## src/rtl/pipe_pkg.sv

```systemverilog
// Shared pipeline constants: fetch FSM encodings, default NOP word, PC increment.
// Latency: n/a (constants only).
// Backpressure: n/a.
package pipe_pkg;

  // Fetch FSM encodings, kept as plain constants for legacy tool flows.
  localparam logic [1:0] ST_IDLE = 2'd0;
  localparam logic [1:0] ST_REQ  = 2'd1;
  localparam logic [1:0] ST_DROP = 2'd2;

  localparam logic [31:0] NOP_INST_DEFAULT = 32'h0000_0000;
  localparam logic [31:0] PC_INC           = 32'd4;

endpackage

```

## src/rtl/fetch_perf_cnt.sv

```systemverilog
// Fetch performance counter pair: advances and fetch-stall cycles, 32-bit wrapping.
// Latency: counts are visible the cycle after the event.
// Backpressure: none; counting pauses while en_i is low (pipeline halt).
module fetch_perf_cnt
  import pipe_pkg::*;
(
  input  logic        clk_i,
  input  logic        rst_i,
  input  logic        en_i,
  input  logic        fetch_inc_i,
  input  logic        stall_inc_i,
  output logic [31:0] fetch_cnt_o,
  output logic [31:0] stall_cnt_o
);

  logic [31:0] fetch_cnt_q, fetch_cnt_d;
  logic [31:0] stall_cnt_q, stall_cnt_d;

  // Next-count logic: increment on events, hold while disabled.
  always_comb begin
    fetch_cnt_d = fetch_cnt_q;
    stall_cnt_d = stall_cnt_q;
    if (en_i) begin
      if (fetch_inc_i) fetch_cnt_d = fetch_cnt_q + 32'd1;
      if (stall_inc_i) stall_cnt_d = stall_cnt_q + 32'd1;
    end
  end

  // Counter registers with synchronous clear.
  always_ff @(posedge clk_i) begin
    if (rst_i) begin
      fetch_cnt_q <= '0;
      stall_cnt_q <= '0;
    end else begin
      fetch_cnt_q <= fetch_cnt_d;
      stall_cnt_q <= stall_cnt_d;
    end
  end

  assign fetch_cnt_o = fetch_cnt_q;
  assign stall_cnt_o = stall_cnt_q;

endmodule

```

## src/rtl/fetch_unit.sv

```systemverilog
// Instruction fetch stage: owns the PC, handshakes with imem, presents pc/inst to IF/ID.
// Latency: zero-wait ack gives one instruction per cycle; an N-cycle miss stalls N cycles.
// Backpressure: pc_write_i=0 or halt_i=1 holds the PC; an early ack is parked in a hold buffer.
// Optional: FETCH_PERF_EN adds advance/stall performance counters.
module fetch_unit
  import pipe_pkg::*;
#(
  parameter logic [31:0] RESET_PC = 32'h0000_0000,
  parameter logic [31:0] NOP_INST = NOP_INST_DEFAULT
) (
  input  logic        clk_i,
  input  logic        rst_i,
  input  logic        pc_write_i,
  input  logic        halt_i,
  input  logic        branch_i,
  input  logic [31:0] branch_target_i,
  output logic        imem_req_o,
  output logic [31:0] imem_addr_o,
  input  logic        imem_ack_i,
  input  logic [31:0] imem_data_i,
  output logic [31:0] pc_o,
  output logic [31:0] inst_o,
  output logic        flush_o,
  output logic        ifetch_stall_o,
  output logic [31:0] perf_fetch_o,
  output logic [31:0] perf_stall_o
);

  logic [31:0] pc_q, pc_d;
  logic [1:0]  state_q, state_d;
  logic [31:0] hold_inst_q, hold_inst_d;
  logic        hold_valid_q, hold_valid_d;
  // Address of the abandoned request; must stay on the bus until its ack.
  logic [31:0] drop_addr_q, drop_addr_d;

  logic redirect;
  logic avail;
  logic advance;

  assign redirect = branch_i & ~halt_i;

  // Output decode and next-state logic for PC, FSM and hold buffer.
  always_comb begin
    pc_d           = pc_q;
    state_d        = state_q;
    hold_inst_d    = hold_inst_q;
    hold_valid_d   = hold_valid_q;
    drop_addr_d    = drop_addr_q;
    imem_req_o     = 1'b0;
    imem_addr_o    = pc_q;
    pc_o           = 32'h0;
    inst_o         = NOP_INST;
    flush_o        = 1'b0;
    ifetch_stall_o = 1'b0;
    avail          = 1'b0;
    advance        = 1'b0;

    case (state_q)
      ST_IDLE: begin
        state_d = ST_REQ;
        if (redirect) begin
          flush_o = 1'b1;
          pc_d    = branch_target_i;
        end
      end

      ST_REQ: begin
        // A parked word means the fetch at pc_q is already complete.
        imem_req_o = ~hold_valid_q;
        avail      = hold_valid_q | (imem_req_o & imem_ack_i);
        if (avail) begin
          inst_o = hold_valid_q ? hold_inst_q : imem_data_i;
          pc_o   = pc_q + PC_INC;
        end else begin
          ifetch_stall_o = 1'b1;
        end

        if (redirect) begin
          flush_o      = 1'b1;
          pc_d         = branch_target_i;
          hold_valid_d = 1'b0;
          // An in-flight request must be drained before fetching the target.
          if (imem_req_o && !imem_ack_i) begin
            state_d     = ST_DROP;
            drop_addr_d = pc_q;
          end
        end else if (avail && pc_write_i && !halt_i) begin
          advance      = 1'b1;
          pc_d         = pc_q + PC_INC;
          hold_valid_d = 1'b0;
        end else if (imem_req_o && imem_ack_i) begin
          hold_inst_d  = imem_data_i;
          hold_valid_d = 1'b1;
        end
      end

      ST_DROP: begin
        imem_req_o     = 1'b1;
        imem_addr_o    = drop_addr_q;
        ifetch_stall_o = 1'b1;
        if (redirect) begin
          flush_o = 1'b1;
          pc_d    = branch_target_i;
        end
        // The stale transaction completes even under halt; re-requesting it
        // would be pointless, so leave DROP as soon as it is acknowledged.
        if (imem_ack_i) state_d = ST_REQ;
      end

      default: state_d = ST_IDLE;
    endcase
  end

  // Fetch state registers with synchronous reset.
  always_ff @(posedge clk_i) begin
    if (rst_i) begin
      pc_q         <= RESET_PC;
      state_q      <= ST_IDLE;
      hold_inst_q  <= '0;
      hold_valid_q <= 1'b0;
      drop_addr_q  <= '0;
    end else begin
      pc_q         <= pc_d;
      state_q      <= state_d;
      hold_inst_q  <= hold_inst_d;
      hold_valid_q <= hold_valid_d;
      drop_addr_q  <= drop_addr_d;
    end
  end

`ifdef FETCH_PERF_EN
  fetch_perf_cnt u_perf (
    .clk_i       (clk_i),
    .rst_i       (rst_i),
    .en_i        (~halt_i),
    .fetch_inc_i (advance),
    .stall_inc_i (ifetch_stall_o),
    .fetch_cnt_o (perf_fetch_o),
    .stall_cnt_o (perf_stall_o)
  );
`else
  assign perf_fetch_o = 32'h0;
  assign perf_stall_o = 32'h0;
`endif

endmodule

```

## config.mk

```make
export PLATFORM = sky130hd
export DESIGN_NAME = fetch_unit
export DESIGN_NICKNAME = d
export VERILOG_FILES = /design/src/rtl/pipe_pkg.sv /design/src/rtl/fetch_perf_cnt.sv /design/src/rtl/fetch_unit.sv
export SDC_FILE = /design/constraint.sdc
export NUM_CORES = 1
export LEC_CHECK = 0
export BUFFER_PORTS_ARGS = -buffer_cell sky130_fd_sc_hd__buf_2
export CORE_MARGIN = 5
export CORE_UTILIZATION = 40
export CTS_CLUSTER_DIAMETER = 200
export DETAILED_ROUTE_END_ITERATION = 16
export GPL_TIMING_DRIVEN = 0
export HOLD_SLACK_MARGIN = 0.1
export PLACE_DENSITY = 0.66
export SETUP_SLACK_MARGIN = 0.02
export SLEW_MARGIN = 20
export SYNTH_ARGS = -nofsm -noshare
export SYNTH_HDL_FRONTEND = slang
export SYNTH_SLANG_ARGS = --single-unit
```

## constraint.sdc

```tcl
create_clock -name clk_i -period 2.8 [get_ports clk_i]
set_clock_uncertainty 0.05 [all_clocks]
set_input_delay 0.28 -clock clk_i [delete_from_list [all_inputs] [get_ports clk_i]]
set_output_delay 0.28 -clock clk_i [all_outputs]
set_load 0.05 [all_outputs]
```

==> results of run 1 <==
[cell families (layout without fill, tap and decap cells)]
logic type               count (synthesis)  after routing  synth area share [%]
AND/OR/NAND/NOR                        437            437                  29.8
AO/OA/AOI/OAI                          208            208                  18.1
buffers and inverters                  161            349                  13.4
flip-flops                              99             99                  30.1
XOR/XNOR                                28             28                  3.72
multiplexers                            23             23                  3.93
adder cells (fa/ha/maj)                  5              5                 0.949
other                                    1             64                0.0569
[path summary, 6_finish.rpt]
kind,from,end,depth (start not counted)
setup / recovery,state_q[0]$_SDFFE_PP0P_,pc_q[3]$_SDFFE_PP0P_,8
hold / removal,branch_target_i[0],pc_q[0]$_SDFFE_PP0P_,3
setup reg to reg,state_q[0]$_SDFFE_PP0P_,pc_q[3]$_SDFFE_PP0P_,8
hold reg to reg,pc_q[0]$_SDFFE_PP0P_,drop_addr_q[0]$_SDFFE_PP0P_,2
[cell type report]
cell class | instances | area (um2) | area share, %
Clock inverter | 2 | 35.0 | 0.416
Multi-Input combinational cell | 765 | 4040 | 47.9
Sequential cell | 99 | 1990 | 23.6
Timing Repair Buffer | 177 | 935 | 11.1
Tap cell | 220 | 275 | 3.27
Buffer | 144 | 840 | 9.97
Inverter | 13 | 48.8 | 0.579
Clock buffer | 13 | 260 | 3.09
[state kept, by name, summed over array words and instances, names as in the netlist]
name          cells
hold_valid_q      1
hold_inst_q      32
pc_q             32
drop_addr_q      32
state_q           2
[per-layer routing]
layer / vias to the layer above / routed length, um
met3: 67 / 2140
met5: - / 13
met1: 3242 / 9520
met2: 337 / 10000
met4: 2 / 894
li1: 3585 / -
[stage by stage]
stage | setup TNS (ns) | instances | power (mW) | worst slack, ns
finish | 0 | 1433 | 7.44 | 0.0711
global route | -0.0235 | 1433 | 7.80 | -0.0235
CTS | 0 | 1432 | 7.34 | 0.0234
detailed placement | 0 | 1413 | 6.02 | 0.00855
global placement | 0 | 1413 | 6.00 | 0.00212
floorplan | 0 | 1025 | 4.97 | 0.0845
[critical path: stages (launching register included)]
cell,delay [ns]
dfxtp_1,0.39
inv_1,0.08
ha_1,0.23
or2_2,0.30
clkbuf_1,0.17
nor2_1,0.53
clkbuf_1,0.49
nand2_1,0.11
a311oi_1,0.28
[cell usage in the layout (no fill, tap or decap), types with 7 or more instances in the layout]
| cell type | count |
|---|---|
| nand2_1 | 202 |
| nor3_1 | 14 |
| nand3_1 | 20 |
| clkbuf_16 | 9 |
| dfxtp_1 | 95 |
| inv_1 | 11 |
| xor2_1 | 12 |
| nand4_1 | 17 |
| a21o_1 | 8 |
| o21ai_0 | 33 |
| buf_2 | 173 |
| nand2b_1 | 7 |
| xnor2_1 | 16 |
| a31oi_1 | 7 |
| clkbuf_1 | 51 |
| conb_1 | 64 |
| buf_4 | 77 |
| mux2_2 | 23 |
| a21oi_1 | 131 |
| nor2_1 | 126 |
[power by group through the flow]
stage / logic [mW] / clock network (mW) / registers [mW]
6_report: 4.26 / 1.29 / 1.89
3_5_place_dp: 4.16 / 0 / 1.86
3_3_place_gp: 4.14 / 0 / 1.86
2_1_floorplan: 3.17 / 0 / 1.80
4_1_cts: 4.19 / 1.30 / 1.84
5_1_grt: 4.52 / 1.36 / 1.92
[repair_timing]
| action | CTS | global route |
|---|---|---|
| endpoints found under the setup margin | 25 | 15 |
| hold buffers | 0 | 0 |
| hold endpoints to repair | 0 | 0 |
| pin swaps | 1 | 6 |
| buffers inserted | 4 | 5 |
| resized for setup | 15 | 26 |
==> flow_summary.toml, run 1 <==
[synth]
synth_top_cell_by_area = "dfxtp_1"
synth_cells = 962
synthTopCellsByCount = "nand2_1, a21oi_1, nor2_1"
synth-seq-cells = 99
synth_area_um2 = 6590
ys_async_sr_fraction_pct = 0
avgSynthCellArea_um2 = 6.85
ys_seq_area_share_pct = 30.1
ys.warnings.count = 0
yosys-top-cells-area = "dfxtp_1, nand2_1, a21oi_1"
yosysMostFrequentCell = "nand2_1"
ys_dominant_reg_cell = "dfxtp_1"
synth_top_cell_area_share_pct = 30.1
synth_edf_count = 0
ys_types = 55

[worst_setup_path]
crit_type = "reg2reg"
cp.required_ns = 3.00
startpoint_type = "register"
cp.arrival_ns = 2.92
endpoint_kind = "register"
r2r_setup_slack_ns = 0.07
path_max_fanout = 10

[layout]
final_util_pct = 51.5
finalNetCount = 1284
drive_gt1_share_pct = 27.0
fillers = 1726
layout-area-overhead-vs-synth_pct = 27.9
diodes = 0
postLayoutCellArea_um2 = 8420

[power]
comb_power_share_pct = 57.2
vdd_drop_max_mv = 0.491
seqPwrFrac_pct = 25.4
switching_share_pct = 52.3
p_per_area_nw_per_um2 = 883
p_clk_share_pct = 17.3
p_sw_mw = 3.89
power.leakage_nw = 3.76
power.internal_mw = 3.55

[sta]
timing.final.crit_share_pct = 97.5
hold_violations = 0
hold_ws_ns = 0.106
timing.final.crit_period_ns = 2.73
max_freq_ghz = 0.366
slew_violations = 0
setup-violations-final = 0
tightest_slew_ns = 0.824
relSlewSlack_pct = 45.1
rsz0062_at_grt = "true"

[detailed_routing]
wl_um = 22600
wire_per_inst_um = 15.8
drtIter0Drc = 559
drc = 0
first_pass_iters = 5
vias = 7233
ant_nets = 0
vias_per_cell = 5.05

[floorplan]
die_w_um = 138
die-area_um2 = 19100
fp.dieH_um = 138
rows = 47
initial_core_util_pct = 40.3
coreArea_um2 = 16300
pin_count = 233

[global_route]
grt_remaining_overflow = 0
grt_max_degree = 15
grt_pass1_vias = 6938
use_met3_pct = 6.73
grt_pass1_wl_um = 35300
grt_util_met1_pct = 27.8
antenna_found_initial = 1
gr-usage-all-layers_pct = 22.3
grt_use_met2_pct = 36.4
busiest_layer = "met2"

[placement]
hpwl_um = 16900
gp_routability_congestion = 0.881
port_buffers = 168
placed_area_um2 = 7950

[clocking]
worst_skew_pair.late_latency_ns = 0.35
clock-sinks = 99
tritoncts = "done"
clk_pin_slew_worst_paths_ns = 0.07
cts_buffers = 9
cts_max_path_buffers = 2
htree_levels = 3
cts.root.buffer_cell = "clkbuf_16"

[min_path]
hp-class = "in2reg"

[run_status]
outcome = "finished clean"

[run]
cap_violations = 0
(Power assumes the default switching activity.)
==> inputs of run 2 (changes only) <==
--- a/config.mk
+++ b/config.mk
@@ -7,12 +7,12 @@
 export LEC_CHECK = 0
 export BUFFER_PORTS_ARGS = -buffer_cell sky130_fd_sc_hd__buf_2
 export CORE_MARGIN = 5
-export CORE_UTILIZATION = 40
+export CORE_UTILIZATION = 50
 export CTS_CLUSTER_DIAMETER = 200
 export DETAILED_ROUTE_END_ITERATION = 16
 export GPL_TIMING_DRIVEN = 0
 export HOLD_SLACK_MARGIN = 0.1
-export PLACE_DENSITY = 0.66
+export PLACE_DENSITY = 0.8
 export SETUP_SLACK_MARGIN = 0.02
 export SLEW_MARGIN = 20
 export SYNTH_ARGS = -nofsm -noshare
==> flow_summary.toml, run 2 (same netlist as run 1, synthesis figures left out) <==
[clocking]
clk_pin_slew_worst_paths_ns = 0.07
tritoncts = "done"
worst_skew_pair.late_latency_ns = 0.35
cts.root.buffer_cell = "clkbuf_16"
cts_buffers = 9
htree_levels = 3
ctsHoldBuffers = 0
cts_max_path_buffers = 2
clock-sinks = 99

[floorplan]
coreArea_um2 = 13100
fp.dieH_um = 125
die-area_um2 = 15600
rows = 42
pin_count = 233
die_w_um = 125
initial_core_util_pct = 50.4

[worst_setup_path]
path_max_fanout = 10
crit_type = "reg2out"
cp.arrival_ns = 2.40
startpoint = "pc_q[8]$_SDFFE_PP0P_"
startpoint_type = "register"
cp.required_ns = 2.47
worst_r2r_endpoint = "pc_q[15]$_SDFFE_PP0P_"
r2r_setup_slack_ns = 0.20
endpoint_kind = "primary output"
r2r_cells = 8
r2r_start = "state_q[0]$_SDFFE_PP0P_"

[detailed_routing]
drc = 0
ant_nets = 0
first_pass_iters = 7
wl_um = 21200
wire_per_inst_um = 15.3
vias_per_cell = 5.26
vias = 7304
drtIter0Drc = 680

[placement]
placed_area_um2 = 7890
hpwl_um = 15800
port_buffers = 168
gp_routability_congestion = 0.924

[global_route]
grt_pass1_wl_um = 32800
grt_remaining_overflow = 0
grt_pass1_vias = 6588
antenna_found_initial = 1
grt_max_degree = 16
gr-usage-all-layers_pct = 25.4

[run_status]
outcome = "finished clean"

[sta]
slew_violations = 0
setup-violations-final = 0
relSlewSlack_pct = 32.2
hold_violations = 0
max_freq_ghz = 0.366
finalSetupTns_ns = 0
tightest_slew_ns = 1.01
rsz0062_at_grt = "true"
timing.final.crit_share_pct = 97.5
timing.final.crit_period_ns = 2.73

[power]
total_power_mw = 7.41
power.leakage_nw = 3.75
vdd_drop_max_mv = 0.518
p_per_area_nw_per_um2 = 887

[layout]
drive_gt1_share_pct = 27.3
postLayoutCellArea_um2 = 8360
layout-area-overhead-vs-synth_pct = 26.9
final_cell_mix = "nand2_1, buf_2, a21oi_1"
diodes = 0
final_common_cell = "nand2_1"
reg_top3 = "drop_addr_q x32, hold_inst_q x32, pc_q x32"
finalNetCount = 1282

[min_path]
hp-start = "branch_target_i[1]"
hp-class = "in2reg"
hold_end = "pc_q[1]$_SDFFE_PP0P_"
hold_depth = 3

[run]
cap_violations = 0
[run 2: how the worst max path moves through the flow]
stage	to	slack, ns	cells past startpoint
detailed placement	pc_o[28]	0.05	7
global route	pc_o[31]	-0.03	8
floorplan	pc_o[24]	0.08	7
CTS	pc_o[22]	0.04	8
finish	pc_o[31]	0.07	8
global placement	pc_o[26]	0.09	7
[run 2: report_power, final]
| group | switching, mW | total [mW] | internal (mW) |
|---|---|---|---|
| logic | 3.03 | 4.18 | 1.16 |
| clock network | 0.561 | 1.32 | 0.764 |
| registers | 0.264 | 1.90 | 1.64 |
[run 2: per-stage QoR]
stage	setup WS (ns)	cells	util (%)	hold slack (ns)
finish	0.0701	1388	63.9	0.109
global route	-0.0251	1388	63.9	0.118
CTS	0.0418	1387	63.2	0.106
detailed placement	0.0504	1369	60.3	0.393
global placement	0.0857	1369	60.3	0.389
floorplan	0.0845	1025	-	0.366
[run 2: critical path, stage by stage, from the launching register on]
cell,delay (ns)
dfxtp_1,0.30
clkbuf_4,0.20
nand4_4,0.19
buf_4,0.19
nor4_2,0.49
nand2_1,0.13
xor2_1,0.16
nor2_1,0.08
buf_2,0.30
[run 2: layout make-up]
class,count,area (um2)
repair buffers,176,918
fillers,1217,4730
flip-flops and latches,99,1990
clock inverters,4,47.5
plain buffers,143,826
clock buffers,12,267
multi-input cells,765,4030
inverters,13,52.6
well taps,176,220
[run 2: repair_timing]
item / in CTS / in global routing
buffers inserted: 2 / 6
setup endpoints to repair: 15 / 27
pin swaps: 1 / 7
gates resized for setup: 12 / 24
[run 2: layer usage]
layer	share of wire [%]	global-route usage [%]	vias to the layer above
li1	-	-	3591
met2	46	40.6	422
met1	40	31.4	3233
met4	2.8	9.35	2
met3	12	9.01	56
met5	0.033	0	-
